--- config.mk ---
export PLATFORM = sky130hd
export DESIGN_NAME = tap_test_core
export DESIGN_NICKNAME = d
export VERILOG_FILES = /design/src/rtl/tap_test_core.sv
export SDC_FILE = /design/constraint.sdc
export NUM_CORES = 1
export LEC_CHECK = 0
export CAP_MARGIN = 20
export CORE_UTILIZATION = 50
export DETAILED_ROUTE_END_ITERATION = 16
export DONT_BUFFER_PORTS = 1
export GPL_TIMING_DRIVEN = 0
export PLACE_DENSITY = 0.66
export SLEW_MARGIN = 5
export SYNTH_ARGS = -nofsm -noshare
export SYNTH_HDL_FRONTEND = slang
export SYNTH_SLANG_ARGS = --single-unit
--- constraint.sdc ---
create_clock -name clk -period 2.1 [get_ports clk]
set_input_delay 0.315 -clock clk [delete_from_list [all_inputs] [get_ports clk]]
set_output_delay 0.315 -clock clk [all_outputs]
set_load 0.02 [all_outputs]
--- src/rtl/tap_test_core.sv ---
// -----------------------------------------------------------------------------
// tap_test_core
// Debug tap. Every edge (rise or fall) of the asynchronous global_ping input is
// one event. On each event the tap captures a word of timing and data
// information so that a logic analyser or readback path can measure the data
// rate between pings.
//
// out_data = {interval, snap_hi, delta_lo}
//   interval : clock cycles since the previous event. The count starts from
//              reset release for the first event, and saturates at all-ones.
//   snap_hi  : upper WIDTH_2 bits of in_data at the event edge.
//   delta_lo : low WIDTH_2 bits of in_data minus the low slice captured at the
//              previous event, modulo 2^WIDTH_2. This is raw for the first
//              event after reset.
//
// Parameters
//   WIDTH_1     : in_data width, must be >= WIDTH_2
//   WIDTH_2     : width of the snap_hi and delta_lo fields
//   TIMER_WIDTH : width of the saturating interval counter
//
// Ports
//   clk         in   rising-edge system clock
//   rst_n       in   asynchronous active-low reset, clears every flop
//   global_ping in   asynchronous ping, each level change is one event
//   in_data     in   WIDTH_1 data word, synchronous to clk
//   out_data    out  2*WIDTH_2+TIMER_WIDTH captured word, registered, held
//                    between events
// -----------------------------------------------------------------------------
module tap_test_core #(
    parameter int WIDTH_1     = 32,
    parameter int WIDTH_2     = 16,
    parameter int TIMER_WIDTH = 8
) (
    input  logic                               clk,
    input  logic                               rst_n,
    input  logic                               global_ping,
    input  logic [WIDTH_1-1:0]                 in_data,
    output logic [2*WIDTH_2+TIMER_WIDTH-1:0]   out_data
);

    localparam int OUT_W = 2 * WIDTH_2 + TIMER_WIDTH;

    // Synchronizer stages (s1_q, s2_q) and the history flop (s3_q).
    logic                   s1_q;
    logic                   s2_q;
    logic                   s3_q;
    logic                   event_s;

    logic [TIMER_WIDTH-1:0] cnt_q;
    logic [TIMER_WIDTH-1:0] cnt_d;
    logic [TIMER_WIDTH-1:0] cnt_inc_s;
    logic [WIDTH_2-1:0]     prev_lo_q;
    logic [WIDTH_2-1:0]     prev_lo_d;
    logic [OUT_W-1:0]       out_q;
    logic [OUT_W-1:0]       out_d;

    // The synchronized level differs from the level seen one cycle earlier.
    assign event_s = s2_q ^ s3_q;

    // The incremented count saturates at all-ones. This value is the next idle
    // count, and it is also the reported interval. The interval includes the
    // event edge itself.
    assign cnt_inc_s = (cnt_q == {TIMER_WIDTH{1'b1}}) ? cnt_q
                                                      : cnt_q + {{(TIMER_WIDTH-1){1'b0}}, 1'b1};

    // Next-state logic: capture on an event, otherwise count and hold.
    always_comb begin
        cnt_d     = cnt_q;
        prev_lo_d = prev_lo_q;
        out_d     = out_q;
        if (event_s) begin
            cnt_d     = {TIMER_WIDTH{1'b0}};
            prev_lo_d = in_data[WIDTH_2-1:0];
            out_d     = {cnt_inc_s,
                         in_data[WIDTH_1-1 -: WIDTH_2],
                         in_data[WIDTH_2-1:0] - prev_lo_q};
        end else begin
            cnt_d     = cnt_inc_s;
            prev_lo_d = prev_lo_q;
            out_d     = out_q;
        end
    end

    // Ping synchronizer and history flop.
    always_ff @(posedge clk or negedge rst_n) begin
        if (!rst_n) begin
            s1_q <= 1'b0;
            s2_q <= 1'b0;
            s3_q <= 1'b0;
        end else begin
            s1_q <= global_ping;
            s2_q <= s1_q;
            s3_q <= s2_q;
        end
    end

    // Interval counter, previous low slice and output register.
    always_ff @(posedge clk or negedge rst_n) begin
        if (!rst_n) begin
            cnt_q     <= {TIMER_WIDTH{1'b0}};
            prev_lo_q <= {WIDTH_2{1'b0}};
            out_q     <= {OUT_W{1'b0}};
        end else begin
            cnt_q     <= cnt_d;
            prev_lo_q <= prev_lo_d;
            out_q     <= out_d;
        end
    end

    assign out_data = out_q;

endmodule

==> metrics.md, run 1 <==
| Metric | Value |
|---|---|
| RSZ-0062 raised after global routing | `no` |
| CP arrival | `2260 ps` |
| Antenna Nets Post-Route | `0` |
| Initial antenna violation count | `0` |
| Layout area overhead | `12.6%` |
| Number of synthesized flops with an enable pin | `0` |
| Slew margin rel. | `60.4%` |
| Min-Delay Path Class | `primary input to flip-flop` |
| Syn Inst Count | `371` |
| Setup crit start kind | `flip-flop` |
| Die X-Extent | `84.4 microns` |
| Final hold slack | `80.7 ps` |
| HPWL after detailed placement | `5.23 mm` |
| # clock sinks | `67` |
| Residual DRC | `7` |
| Core area | `6460 sq um` |
| Sequential fraction of the synthesis area | `49.4%` |
| Layout cells sized above 1 | `11.7%` |
| Final setup fails | `0` |
| Clock buffer depth | `2` |
| Total grt overflow | `0` |
| Pre-Repair DR Iteration Count | `13` |
| Post-synth ARST share | `100%` |
| Number of port buffers | `0` |
| Syn avg cell area | `9.15 sq um` |
| P per Cell Area | `1070 nW/um^2` |
| Wire length per cell | `15.9 microns` |
| First-pass GRT wire length | `12.2 mm` |
| Antenna diode count | `0` |
| Yosys warning total | `0` |
| Htree depth | `3` |
| Vias | `2628` |
| Internal Power | `2.69 mW` |
| Initial Utilization | `52.5%` |
| Worst Skew | `6.71 ps` |
| Synth Flop Type | `dfrtp_1` |
| Final Routed Wirelength | `7.44 mm` |
| IO Pins | `75` |
| Post-Syn Area | `3390 sq um` |
| Worst vdd ir | `0.000454 V` |
| # Max-Cap Violations | `0` |
| WP data required | `2320 ps` |
| All-layer global routing usage | `22.1%` |
| Clk slew on worst S/H paths | `70 ps` |
| Largest net degree at the start of global routing | `68` |
| Clock root cell | `clkbuf_8` |
| Post-synth cell types | `56` |
| Min cycle time layout | `2040 ps` |
| Sw Share | `34.6%` |
| CTS Buf Count | `9` |
| Final GP Congestion | `0.855` |
| Vias in the first global route | `2567` |
| Clk network pwr share | `32.5%` |
| Failing checks | `design-rule violations` |
| Status | `finished, violations left` |
| Final Power | `4.11 mW` |
| Die Footprint | `7120 sq um` |
| Via-to-Cell Ratio | `5.60` |
| Syn Nets | `423` |
| P_sw | `1.42 mW` |
| Seq cells post-synth | `67` |
| Crit Path Class | `flip-flop to flip-flop` |
| Drt initial violations | `121` |
| Hold Violations, Final | `0` |
| Seq pwr share | `46.1%` |
| Fin. max-slew vios | `0` |
| CTS tree | `built` |
| Static Leak | `1.81 nW` |
| Crit-path max FO | `4` |
| Worst-Skew Late Latency | `350 ps` |
| FMAX | `489 MHz` |
| Nets@finish | `439` |
| Final Cycle Share | `97.3%` |
| Worst Max-Slew Pin Slew | `593 ps` |
| Die Height | `84.4 microns` |
| Combinational share of power | `21.5%` |
| Row Count | `29` |
| Worst setup EP type | `flip-flop` |
==> cell families after synthesis <==
logic type,synth area share (%)
buffers and inverters,4.35
DFF,49.4
muxes,0.885
AOI/OAI and AO/OA,15.8
and+or+nand+nor,20.2
adders and majority gates,6.49
xor gates and xnor gates,2.84
==> flip-flops by register name, indices dropped and copies added (netlist names) <==
| signal | cells |
|---|---|
| out_data | 40 |
| s1_q | 1 |
| s3_q | 1 |
| cnt_q | 8 |
| prev_lo_q | 16 |
| s2_q | 1 |
==> synthesized netlist by cell type (all sizes together), types with 2 or more instances <==
cell type | number | share of area [%]
and3 | 3 | 0.55
o21a | 3 | 0.66
o2111ai | 2 | 1.0
o21ai | 29 | 4.3
a211oi | 3 | 0.81
nor3 | 4 | 0.59
buf | 11 | 1.8
a21o | 2 | 0.48
nand3 | 8 | 1.2
inv | 17 | 1.9
mux2i | 3 | 0.88
o31ai | 6 | 1.6
nor4 | 2 | 0.55
nor2 | 31 | 3.4
ha | 16 | 5.9
nand2 | 93 | 10
clkbuf | 6 | 0.70
or2 | 2 | 0.37
a21oi | 23 | 3.5
xor2 | 6 | 1.5
and2 | 2 | 0.41
xnor2 | 5 | 1.3
nor2b | 2 | 0.59
a31oi | 3 | 0.74
dfrtp | 67 | 49
nand2b | 2 | 0.37
nand4 | 6 | 1.1
a211o | 2 | 0.55
==> through the flow <==
step	setup TNS (ps)	instances	utilization (%)	setup WS (ps)	instance area [sq um]
after floorplan	0	371	-	131	3390
after global placement	-82.3	448	54.0	-82.3	3490
after detailed placement	-83.4	448	54.0	-83.4	3490
after CTS	-21.4	467	58.9	-21.4	3800
after global routing	0	469	59.2	5.56	3820
final	0	469	59.2	56.0	3820
==> timing repair <==
action	CTS	global route
hold endpoints to repair	68	0
pin swaps	0	4
resized for setup	2	2
cloned	0	0
hold buffers	3	0
endpoints found under the setup margin	2	3
buffers inserted	0	2
==> critical path: stages, from the launching register on <==
cell and delay (ps):
dfrtp_1 390, ha_2 190, fa_2 370, nor2b_4 160, o2111ai_4 160, a311oi_2 370
o31a_1 210, o31ai_2 70
==> routing by layer <==
layer	GRT usage (%)	up-vias	share of wire [%]
met2	36.9	60	48
li1	-	1293	-
met5	0	-	0
met4	10.3	0	1.9
met3	5.41	13	5.0
met1	27.1	1262	45
==> layout by cell type, fill, tap and decap left out, types with 2 or more instances in the layout <==
master and n:
a211oi_1 2, o31ai_2 2, bufinv_16 3, nand3_1 8, dlygate4sd3_1 2, nand4_1 6
clkbuf_8 10, nand2_1 92, o21ai_1 2, inv_1 17, ha_1 15, clkinv_4 2
o31ai_1 4, nand2b_1 2, buf_4 2, dfrtp_1 67, mux2i_1 3, nor3_1 4
clkbuf_1 5, o21ai_0 27, xnor2_1 5, a31oi_1 2, xor2_1 6, buf_2 9
a21oi_1 22, o21a_1 3, and3_1 3, nor2_1 31
==> final timing paths <==
check / from / end / slack [ps] / cells after the start
worst max register to register: prev_lo_q[0] / out_data[14] / 60 / 7
worst min register to register: s1_q / s2_q / 350 / 0
worst min-delay path: in_data[18] / out_data[18] / 80 / 2
min in group asynchronous: rst_n / out_data[8] / 540 / 2
worst max-delay path: prev_lo_q[0] / out_data[14] / 60 / 7
max in group asynchronous: rst_n / out_data[30] / 1290 / 2
==> layout make-up <==
type | instances | area [sq um]
fillers | 564 | 2640
well taps | 77 | 96.3
clock inverters | 6 | 113
repair buffers | 5 | 62.6
flip-flops and latches | 67 | 1680
inverters | 17 | 63.8
plain buffers | 17 | 83.8
multi-input cells | 270 | 1590
clock buffers | 10 | 138
==> power groups by stage <==
stage	Sequential (mW)	Clock [mW]	Combinational, mW
2_1_floorplan	1.87	0	0.666
3_3_place_gp	1.92	0	0.797
6_report	1.89	1.33	0.881
3_5_place_dp	1.92	0	0.823
5_1_grt	1.92	1.42	0.995
4_1_cts	1.90	1.37	0.874
No activity file was read; power rests on OpenSTA's default activity.
==> inputs of run 2 (changes only) <==
--- a/config.mk
+++ b/config.mk
@@ -10,7 +10,7 @@
 export DETAILED_ROUTE_END_ITERATION = 16
 export DONT_BUFFER_PORTS = 1
 export GPL_TIMING_DRIVEN = 0
-export PLACE_DENSITY = 0.66
+export PLACE_DENSITY = 0.63
 export SLEW_MARGIN = 5
 export SYNTH_ARGS = -nofsm -noshare
 export SYNTH_HDL_FRONTEND = slang
==> constraint.sdc (replaced) <==
create_clock -name clk -period 2 [get_ports clk]
set_input_delay 0.3 -clock clk [delete_from_list [all_inputs] [get_ports clk]]
set_output_delay 0.3 -clock clk [all_outputs]
set_load 0.02 [all_outputs]
==> metrics.md, run 2 (same netlist as run 1, synthesis figures left out) <==
| Metric | Value |
|---|---|
| Status | `finished, violations left` |
| Failing checks | `design-rule violations, negative setup slack` |
| Total grt overflow | `0` |
| # Max-Cap Violations | `0` |
| All-layer global routing usage | `22.3%` |
| Sw Share | `35.7%` |
| Internal Power | `2.67 mW` |
| HPWL after detailed placement | `5.10 mm` |
| Post-Place Cell Area | `3490 sq um` |
| Initial antenna violation count | `0` |
| Worst Skew | `5.96 ps` |
| Min cycle time layout | `2020 ps` |
| CP cell instances | `ha_2 -> fa_2 -> nor2b_4 -> o2111ai_4 -> a311oi_2 -> o31a_1 -> o31ai_2` |
| WP buf/inv | `0` |
| Max reg flops | `40` |
| Layout Utilization | `58.8%` |
| Worst Max-Slew Pin Slew | `525 ps` |
| Layout area overhead | `11.9%` |
| Min-Delay Path Class | `primary input to flip-flop` |
| Antenna Nets Post-Route | `0` |
| Final worst slack | `-23.8 ps` |
| Final Routed Wirelength | `7.26 mm` |
| Nets@finish | `439` |
| Residual DRC | `8` |
| Sequential cell area | `1680 sq um` |
| Die Footprint | `7120 sq um` |
| Crit-path max FO | `4` |
| Drt initial violations | `167` |
| WP data required | `2210 ps` |
| Layout cells sized above 1 | `11.7%` |
| Vias | `2584` |
| RSZ-0062 raised after global routing | `yes` |
| Area of the multi-input gates | `1600 sq um` |
| Slowest CP cell | `dfrtp_1` |
| First-pass GRT wire length | `12.5 mm` |
| IO Pins | `75` |
| Final GP Congestion | `0.827` |
| Number of port buffers | `0` |
| P_sw | `1.48 mW` |
| Post-route setup TNS | `-23.8 ps` |
| Setup crit start kind | `flip-flop` |
| Hold Violations, Final | `0` |
| Clk network pwr share | `29.8%` |
| Final setup fails | `1` |
| Worst setup EP type | `flip-flop` |
| Clk slew on worst S/H paths | `70 ps` |
| Cell family with most CP delay | `compound AO/OA/AOI/OAI gates` |
| Die Height | `84.4 microns` |
| Antenna diode count | `0` |
| Combinational share of power | `22.3%` |
| Row Count | `29` |
| # clock sinks | `67` |
| Clock root cell | `clkbuf_8` |
| Fin. max-slew vios | `0` |
| Max incr delay on CP | `390 ps` |
| Final Cell Area | `3800 sq um` |
| Pre-Repair DR Iteration Count | `10` |
| Seq pwr share | `47.9%` |
| Fill count | `593` |
| Commonest non-fill, non-tap cell in the layout | `nand2_1` |
| Die X-Extent | `84.4 microns` |
| Clock buffer depth | `2` |
| P per Cell Area | `1090 nW/um^2` |
| Initial Utilization | `52.5%` |
| Worst-Skew Late Latency | `340 ps` |
| CTS tree | `built` |
| Via-to-Cell Ratio | `5.51` |
| Crit Path Class | `flip-flop to flip-flop` |
| Final Cycle Share | `101%` |
| FMAX | `494 MHz` |
| Vias in the first global route | `2614` |
| Htree depth | `3` |
| Worst vdd ir | `0.000437 V` |
| Slew margin rel. | `65.0%` |
| Largest net degree at the start of global routing | `68` |
| CTS Buf Count | `9` |
| Commonest cells after routing, fill and taps aside | `nand2_1, dfrtp_1, nor2_1` |
| Core area | `6460 sq um` |
| Static Leak | `1.79 nW` |
| CP arrival | `2230 ps` |
| Wire length per cell | `15.5 microns` |
-- run 2: cell count changes in the layout (fill, tap and decap cells not counted) --
cell / change
bufinv_16: -1
nor4_1: -1
clkbuf_1: +1
clkbuf_8: -1
clkinvlp_4: +1
nor4_2: +1
-- run 2: layout make-up --
class | instances | share of cell area, %
clock inverter | 6 | 2.37
multi-input combinational | 270 | 42.0
sequential | 67 | 44.2
timing repair buffer | 5 | 1.65
buffer | 17 | 2.21
tap | 77 | 2.54
clock buffer | 10 | 3.36
inverter | 17 | 1.68
-- run 2: metrics by stage --
stage / hold slack (ps) / power (mW) / cells / setup slack, ps
2_1_floorplan: 4.41 / 2.66 / 371 / 31.4
3_3_place_gp: 6.02 / 2.86 / 448 / -159
3_5_place_dp: 5.89 / 2.88 / 448 / -164
4_1_cts: 57.4 / 4.19 / 469 / -27.1
5_1_grt: 62.5 / 4.40 / 469 / -128
6_report: 71.4 / 4.15 / 469 / -23.8
-- run 2: layer usage --
metal  vias to the layer above  track usage (%)  part of all wire, %
met5                         -                0                    0
met4                         0             9.40                  1.6
met3                        11             6.39                  7.3
met2                        68             35.9                   46
met1                      1214             28.4                   45
li1                       1291                -                    -
-- run 2: final timing paths --
path	startpoint	endpoint	slack [ps]	depth (start not counted)
worst max register to register	prev_lo_q[0]	out_data[14]	-20	7
worst min register to register	s1_q	s2_q	360	0
max in group asynchronous	rst_n	out_data[8]	1240	2
worst min-delay path	in_data[17]	out_data[17]	70	2
worst max-delay path	prev_lo_q[0]	out_data[14]	-20	7
min in group asynchronous	rst_n	out_data[34]	490	2
-- run 2: repair_timing --
item                                    4_1_cts  5_1_grt
pin swaps                                     4        2
endpoints found under the hold margin        68        0
setup buffers                                 2        0
endpoints found under the setup margin        3        6
hold buffers                                  3        0
resized for setup                             5        0
-- run 2: power groups by stage --
stage,logic [mW],clock network [mW],registers [mW]
after floorplan,0.700,0,1.96
after global placement,0.844,0,2.01
after detailed placement,0.861,0,2.02
after CTS,0.931,1.27,1.99
after global routing,1.06,1.32,2.02
final,0.927,1.23,1.99
